`src/rtl/vga_plot_pkg.sv`:
```
// Shared constants for the VGA pixel-plot path: frame geometry, field widths,
// plotter state encoding and a basic 3-bit colour palette.
package vga_plot_pkg;

  localparam int SCREEN_W     = 160;
  localparam int SCREEN_H     = 120;
  localparam int X_WIDTH      = 8;
  localparam int Y_WIDTH      = 7;
  localparam int COLOUR_WIDTH = 3;

  typedef enum logic [1:0] {
    IDLE = 2'd0,
    FILL = 2'd1,
    DONE = 2'd2
  } state_t;

  localparam logic [COLOUR_WIDTH-1:0] BLACK = 3'b000;
  localparam logic [COLOUR_WIDTH-1:0] RED   = 3'b100;
  localparam logic [COLOUR_WIDTH-1:0] GREEN = 3'b010;
  localparam logic [COLOUR_WIDTH-1:0] BLUE  = 3'b001;
  localparam logic [COLOUR_WIDTH-1:0] WHITE = 3'b111;

endpackage

```
`src/rtl/raster_scan_counter.sv`:
```
// Raster-order (x, y) scan generator over a loaded rectangle; x wraps to the
// left edge and carries into y. Holds on the last pixel until reloaded.
module raster_scan_counter #(
  parameter int X_WIDTH = 8,
  parameter int Y_WIDTH = 7
) (
  input  logic               clk,
  input  logic               rst_n,
  input  logic               load,
  input  logic               step,
  input  logic [X_WIDTH-1:0] x_start,
  input  logic [Y_WIDTH-1:0] y_start,
  input  logic [X_WIDTH-1:0] x_stop,
  input  logic [Y_WIDTH-1:0] y_stop,
  output logic [X_WIDTH-1:0] x,
  output logic [Y_WIDTH-1:0] y,
  output logic               last
);

  logic [X_WIDTH-1:0] x0_q;
  logic [X_WIDTH-1:0] x_end_q;
  logic [Y_WIDTH-1:0] y_end_q;

  assign last = (x == x_end_q) && (y == y_end_q);

  // NOTE: sequential state uses non-blocking assignments so every register
  // samples pre-edge values, independent of statement order.
  // NOTE: the bound registers are reset too; they are only a few flops and
  // a defined value keeps `last` clean straight out of reset.
  always_ff @(posedge clk or negedge rst_n) begin
    if (!rst_n) begin
      x       <= '0;
      y       <= '0;
      x0_q    <= '0;
      x_end_q <= '0;
      y_end_q <= '0;
    end else if (load) begin
      x       <= x_start;
      y       <= y_start;
      x0_q    <= x_start;
      x_end_q <= x_stop;
      y_end_q <= y_stop;
    end else if (step && !last) begin
      if (x == x_end_q) begin
        x <= x0_q;
        y <= y + 1'b1;
      end else begin
        x <= x + 1'b1;
      end
    end
  end

endmodule

```
`src/rtl/rect_fill_plotter.sv`:
```
// Rectangle-fill / clear-screen pixel writer for the vga_adapter: clips the
// request to the frame and streams one registered pixel write per clock.
module rect_fill_plotter #(
  parameter int X_WIDTH      = 8,
  parameter int Y_WIDTH      = 7,
  parameter int COLOUR_WIDTH = 3,
  parameter int SCREEN_W     = 160,
  parameter int SCREEN_H     = 120
) (
  input  logic                    CLOCK_50,
  input  logic                    resetn,
  input  logic                    start,
  input  logic                    clear,
  input  logic [X_WIDTH-1:0]      rect_x,
  input  logic [Y_WIDTH-1:0]      rect_y,
  input  logic [X_WIDTH-1:0]      rect_w,
  input  logic [Y_WIDTH-1:0]      rect_h,
  input  logic [COLOUR_WIDTH-1:0] rect_colour,
  output logic                    busy,
  output logic                    done,
  output logic [X_WIDTH-1:0]      x,
  output logic [Y_WIDTH-1:0]      y,
  output logic [COLOUR_WIDTH-1:0] colour,
  output logic                    plot
);

  import vga_plot_pkg::*;

  state_t state, next_state;

  logic               load;
  logic               last;
  logic [X_WIDTH-1:0] ld_x0, ld_x_end;
  logic [Y_WIDTH-1:0] ld_y0, ld_y_end;

  // Clipping is done one bit wider so x+w-1 / y+h-1 cannot wrap.
  logic [X_WIDTH:0]   x_sum;
  logic [Y_WIDTH:0]   y_sum;
  logic [X_WIDTH-1:0] x_end_clip;
  logic [Y_WIDTH-1:0] y_end_clip;
  logic               empty_req;

  assign x_sum = {1'b0, rect_x} + {1'b0, rect_w} - (X_WIDTH+1)'(1);
  assign y_sum = {1'b0, rect_y} + {1'b0, rect_h} - (Y_WIDTH+1)'(1);

  assign x_end_clip = (x_sum > (X_WIDTH+1)'(SCREEN_W-1)) ? X_WIDTH'(SCREEN_W-1)
                                                         : x_sum[X_WIDTH-1:0];
  assign y_end_clip = (y_sum > (Y_WIDTH+1)'(SCREEN_H-1)) ? Y_WIDTH'(SCREEN_H-1)
                                                         : y_sum[Y_WIDTH-1:0];

  assign empty_req = (rect_w == '0) || (rect_h == '0) ||
                     ({1'b0, rect_x} >= (X_WIDTH+1)'(SCREEN_W)) ||
                     ({1'b0, rect_y} >= (Y_WIDTH+1)'(SCREEN_H));

  // NOTE: every always_comb output gets a default first, so no path through
  // the case statement can leave a signal unassigned and infer a latch.
  always_comb begin
    next_state = state;
    load       = 1'b0;
    ld_x0      = '0;
    ld_y0      = '0;
    ld_x_end   = '0;
    ld_y_end   = '0;
    case (state)
      IDLE: begin
        if (clear) begin
          next_state = FILL;
          load       = 1'b1;
          ld_x_end   = X_WIDTH'(SCREEN_W-1);
          ld_y_end   = Y_WIDTH'(SCREEN_H-1);
        end else if (start) begin
          if (empty_req) begin
            next_state = DONE;
          end else begin
            next_state = FILL;
            load       = 1'b1;
            ld_x0      = rect_x;
            ld_y0      = rect_y;
            ld_x_end   = x_end_clip;
            ld_y_end   = y_end_clip;
          end
        end
      end
      FILL:    if (last) next_state = DONE;
      DONE:    next_state = IDLE;
      default: next_state = IDLE;
    endcase
  end

  // Status outputs are registered from next_state so they line up with the
  // scan registers, which load on the same accepting edge.
  always_ff @(posedge CLOCK_50 or negedge resetn) begin
    if (!resetn) begin
      state  <= IDLE;
      colour <= '0;
      plot   <= 1'b0;
      busy   <= 1'b0;
      done   <= 1'b0;
    end else begin
      state <= next_state;
      plot  <= (next_state == FILL);
      busy  <= (next_state != IDLE);
      done  <= (next_state == DONE);
      if (load) colour <= rect_colour;
    end
  end

  raster_scan_counter #(
    .X_WIDTH (X_WIDTH),
    .Y_WIDTH (Y_WIDTH)
  ) u_scan (
    .clk     (CLOCK_50),
    .rst_n   (resetn),
    .load    (load),
    .step    (state == FILL),
    .x_start (ld_x0),
    .y_start (ld_y0),
    .x_stop  (ld_x_end),
    .y_stop  (ld_y_end),
    .x       (x),
    .y       (y),
    .last    (last)
  );

endmodule
```
`config.mk`:
```
export PLATFORM = sky130hd
export DESIGN_NAME = rect_fill_plotter
export DESIGN_NICKNAME = d
export VERILOG_FILES = /design/src/rtl/vga_plot_pkg.sv /design/src/rtl/raster_scan_counter.sv /design/src/rtl/rect_fill_plotter.sv
export SDC_FILE = /design/constraint.sdc
export NUM_CORES = 1
export LEC_CHECK = 0
export ABC_AREA = 1
export BUFFER_PORTS_ARGS = -buffer_cell sky130_fd_sc_hd__clkbuf_2
export CAP_MARGIN = 20
export CORE_MARGIN = 8
export CORE_UTILIZATION = 60
export CTS_BUF_LIST = sky130_fd_sc_hd__clkbuf_8
export DETAILED_ROUTE_END_ITERATION = 8
export HOLD_SLACK_MARGIN = 0.15
export PLACE_DENSITY_LB_ADDON = 0.3
export SKIP_CTS_REPAIR_TIMING = 1
export SLEW_MARGIN = 20
export SYNTH_ARGS = -nofsm -noshare
export SYNTH_HDL_FRONTEND = slang
export SYNTH_SLANG_ARGS = --single-unit
```
`constraint.sdc`:
```
create_clock -name CLOCK_50 -period 4.59 [get_ports CLOCK_50]
set_clock_uncertainty 0.15 [all_clocks]
set_input_delay 0.459 -clock CLOCK_50 [delete_from_list [all_inputs] [get_ports CLOCK_50]]
set_output_delay 0.459 -clock CLOCK_50 [all_outputs]
set_load 0.01 [all_outputs]
```
Yosys cells after proc, flatten, opt, wreduce, memory -nomap -nowiden
Index checks and enable logic that the tools add are counted.
- flip-flop bits (word level): 46
- bits of input ports: 37
- output and inout bits: 21
- word-level logic and storage cells: 71
- add/subtract/negate cells: 6
- magnitude comparators: 4
- equal/unequal tests: 5
- multiplexer cells: 33
- reduce and logical (&&, ||, !) cells: 13
- operators by type and width (cell ; number):
    $mux 8 ; 12
    $mux 7 ; 12
    $add 8x8->9 ; 1
    $gt 9x8->1 const B ; 1
    $sub 9x1->9 const B ; 1
    $add 7x7->8 ; 1
    $add 8x1->8 const B ; 1
    $eq 8x8->1 ; 1
    $ge 8x8->1 const B ; 1
    $gt 8x7->1 const B ; 1
    $logic_not 8->1 ; 1
    $mux 2 ; 4
    $sub 8x1->8 const B ; 1
    $add 7x1->7 const B ; 1
    $eq 7x7->1 ; 1
    $ge 7x7->1 const B ; 1
    $logic_not 7->1 ; 1
    $reduce_bool 2->1 ; 3
    $eq 2x1->1 const B ; 2
    $mux 1 ; 4
    $pmux 2 s2 ; 1
    $logic_or 1x1->1 ; 3
    $eq 2x2->1 const B ; 1
    $logic_and 1x1->1 ; 2
    other kinds (3) ; 3

Logic depth before layout (Yosys ltp)
- word-level depth: 10
- depth in mapped cells: 16
- mapped depth without buffers: 16

Cells and area by module
From an unflattened synthesis, not the netlist that was laid out.
- cells, all modules: 623
- area total of the unflattened synthesis: 4033.9 µm²
- modules (own cells, without submodules) (module ; instances ; cells an instance ; area each (µm²) ; seq. area each (µm²)):
    raster_scan_counter ; 1 ; 329 ; 2272.2 ; 950.9
    rect_fill_plotter ; 1 ; 294 ; 1761.7 ; 200.2

Least setup slack after synthesis
OpenSTA, ideal clock, no wires.
- path kind: in2reg
- start: input port rect_y[1]
- end: register u_scan.y_end_q[0]
- library setup time: 0.063 ns
- arrival time: 2.247 ns
- required time: 4.377 ns
- path slack: 2.130 ns
- stages: 14
- buffers on the path: 0
- cells stage by stage: inv_1 ha_1 inv_1 ha_1 fa_1 nand3_1 nand3_1 nand2_1 nand3b_1 nand2_1 nand4_1 nand3_1 nand2_1 inv_1
- word-level cells in the longest chain between the ends: 8
- elaborated cells on any way between the ends: 14
- classes of those cells: add/sub: 2; order compare: 2; mux: 9; reduce/logical: 1
- RTL lines (what ; line ; source):
    start, declared ; rect_fill_plotter.sv:15 ; input logic [Y_WIDTH-1:0] rect_y,
    $add 7x7->8 ; rect_fill_plotter.sv:44 ; assign y_sum = {1'b0, rect_y} + {1'b0, rect_h} - (Y_WIDTH+1)'(1);
    $sub 8x1->8 ; rect_fill_plotter.sv:44 ;
    $gt 8x7->1 ; rect_fill_plotter.sv:48 ; assign y_end_clip = (y_sum > (Y_WIDTH+1)'(SCREEN_H-1)) ? Y_WIDTH'(SCREEN_H-1)
    $mux 7 ; rect_fill_plotter.sv:48 ;
    $mux 7 ; rect_fill_plotter.sv:72 ; if (empty_req) begin
    $mux 7 ; rect_fill_plotter.sv:71 ; end else if (start) begin
    $mux 7 ; rect_fill_plotter.sv:66 ; if (clear) begin
    $mux 7 ; rect_fill_plotter.sv:64 ; case (state)
    end signal, assigned ; raster_scan_counter.sv:42 ; y_end_q <= y_stop;
    end, declared ; raster_scan_counter.sv:22 ; logic [Y_WIDTH-1:0] y_end_q;
Parallel ways exist; a longest one is shown, timed or not.
A chain may end at the register's enable or synchronous reset.

Final worst setup path
- start: input port rect_y[1]
- end: register u_scan.y_end_q[2]
The elaborated chain is that of the path after synthesis.

==> results_dict.tcl <==
set metrics [dict create \
    drc_errors 0 \
    n_antenna_cell 0 \
    synth_ff_type "dfrtp_1" \
    drv_slew 0 \
    antenna_found_initial 0 \
    path_clk_slew_ns 0.09 \
    layout_setup_ws_ns 2.10 \
    start_util 0.621 \
    worst_pin_slew_ns 0.998 \
    worstPathCellList "clkbuf_2, inv_1, ha_1, inv_1, ha_1, fa_1, nand3_1, nand3_1, nand2_1, nand3b_1, nand2_1, nand4_1, nand3_1, nand2_1, inv_1" \
    cts.sinks 46 \
    drt-initial-drc-count 211 \
    ctsLongestPathBuffers 2 \
    nNetsFinal 670 \
    drive_above_1_share 0.140 \
    cp_slowest_cell "fa_1" \
    setup_violations 0 \
    viasPerCell 5.07 \
    switchingPower_uw 768 \
    ir_drop_mv 0.295 \
    grt_pass1_wl_mm 13.8 \
    cp_data_arrival_time_ns 2.58 \
    area_delta_synth_final_pct 12.6 \
    cp_max_fo 9 \
    synth_cell_types 29 \
    worstPathRequired_ns 4.68 \
    numCtsBuffers 5 \
    fp.dieH_um 94.5 \
    synthArstFlopShare 1.00 \
    cts_tree "yes" \
    synth_area_per_cell_um2 6.78 \
    maxSlewHeadroom 0.332 \
    worst_hold_slack_ns 0.167 \
    die-area_um2 8930 \
    layout.cells.most_common "nand2_1" \
    hold_viol 0 \
    fmaxAchievable_ghz 0.402 \
    p_sw_frac 0.417 \
    p_seq_frac 0.370 \
    synth_edf_count 0 \
    post-route-period-util 0.542 \
    ys_seq_elements 46 \
    crit_type "input pin to flop" \
    p_per_area_nw_per_um2 443 \
    clock-root-buffer "clkbuf_8" \
    vias 3432 \
    yosysSeqAreaShare 0.311 \
    post-dp-hpwl_mm 6.51 \
    max_cap_viol_count 0 \
    max_stage_delay_ns 0.41 \
    clock_latency_ns 0.30 \
    gp_congestion 0.867 \
    finalCriticalPeriod_ns 2.49 \
    first_pass_iters 5 \
    end_kind "flop" \
    synth_area_um2 3700 \
    tns_ns 0 \
    p_leak_nw 2.55 \
    rows 28 \
    intPower_mw 1.08 \
    p_clk_frac 0.195 \
    grt_usage 0.187 \
    grt_pass1_vias 3084 \
    dp_slack_ns 1.81 \
    htree_levels 2 \
    core-area_um2 5960 \
    status "finished clean" \
    layout_common_cells "nand2_1, inv_1, clkbuf_2" \
    overflow 0 \
    wirelength_mm 8.28 \
    pin_count 58 \
    critical_path.top_delay_family "simple AND/OR/NAND/NOR gates" \
    grt_max_degree 56 \
    synth_warnings 0 \
    grt_setup_unrepaired "false" \
    ant_nets 0 \
    die_w_um 94.5 \
    crit_path_start_kind "input pin" \
    synthCells 545 \
    path_buf_inv 4 \
    io_buffers 57 \
    holdCritPathClass "input pin to asynchronous set/reset pin" \
    combPwrFrac 0.435 \
    syn_nets 614 \
    wl_per_cell_um 12.2 \
]
==> worst register-to-register path, cell delays in order (launching register included) <==
cell	delay (ns)
dfrtp_1	0.39
nor2_1	0.29
nand2_2	0.65
nand2_2	0.47
nand2_1	0.10
nand2_1	0.07
==> power groups by stage <==
| stage | sequential, mW | combinational (mW) | clock, mW |
|---|---|---|---|
| 3_5_place_dp | 0.686 | 0.800 | 0 |
| 6_report | 0.682 | 0.803 | 0.359 |
| 3_3_place_gp | 0.682 | 0.770 | 0 |
| 5_1_grt | 0.700 | 0.913 | 0.379 |
| 4_1_cts | 0.681 | 0.805 | 0.362 |
| 2_1_floorplan | 0.686 | 0.586 | 0 |
==> stage by stage <==
stage	total power, mW	util	area [µm²]	cells
after floorplan	1.27	-	3700	545
after global placement	1.45	0.676	4030	669
after detailed placement	1.49	0.676	4030	669
after CTS	1.85	0.699	4160	677
after global routing	1.99	0.699	4160	677
final	1.84	0.699	4160	677
==> cells by family (layout without fill, tap and decap cells) <==
group / after synthesis / after routing / share of synthesized area
AOI/OAI and AO/OA: 12 / 12 / 0.0169
DFF: 46 / 46 / 0.311
xor gates and xnor gates: 25 / 25 / 0.0592
adders and majority gates: 32 / 32 / 0.112
buffers and inverters: 111 / 168 / 0.119
and+or+nand+nor: 319 / 319 / 0.381
==> state kept, by name, indices dropped and copies added, names as in the netlist <==
name            cells
u_scan.x0_q         8
u_scan.x            8
u_scan.x_end_q      8
u_scan.y            7
u_scan.y_end_q      7
colour              3
state               2
busy                1
done                1
plot                1
==> Yosys cell counts (all sizes together), types with 5 or more instances <==
library cell  instances  share of area
a21oi                 6         0.0081
buf                   8          0.014
dfrtp                46           0.31
ha                   30           0.10
inv                 103           0.11
nand2               202           0.21
nand3                52          0.075
nand4                15          0.029
nor2                 43          0.050
o21ai                 5         0.0068
xnor2                13          0.031
xor2                 12          0.028
==> final cells by class <==
| class | count | area [µm²] |
|---|---|---|
| clock buffer | 5 | 68.8 |
| clock inverter | 3 | 68.8 |
| fill | 512 | 1790 |
| inverter | 103 | 389 |
| multi-input combinational | 388 | 2110 |
| sequential | 46 | 1150 |
| tap | 75 | 93.8 |
| timing repair buffer | 57 | 285 |
==> worst paths after layout <==
path	from	to	slack (ns)	cells past startpoint
max in group asynchronous	resetn	u_scan.y_end_q[4]	3.52	1
min in group CLOCK_50	rect_colour[1]	colour[1]	0.20	3
hold / removal	resetn	u_scan.x[4]	0.17	1
setup / recovery	rect_y[1]	u_scan.y_end_q[2]	2.10	15
setup reg to reg	state[0]	u_scan.x[4]	2.42	5
hold reg to reg	u_scan.x0_q[5]	u_scan.x0_q[5]	0.33	2
==> per-layer routing <==
layer,wire (µm),part of all wire,GRT usage
met5,0,0,0
met2,3920,0.47,0.305
met1,3780,0.46,0.249
met3,475,0.057,0.0317
met4,97,0.012,0.0533
Note: power is estimated with default switching activity, not from simulation.
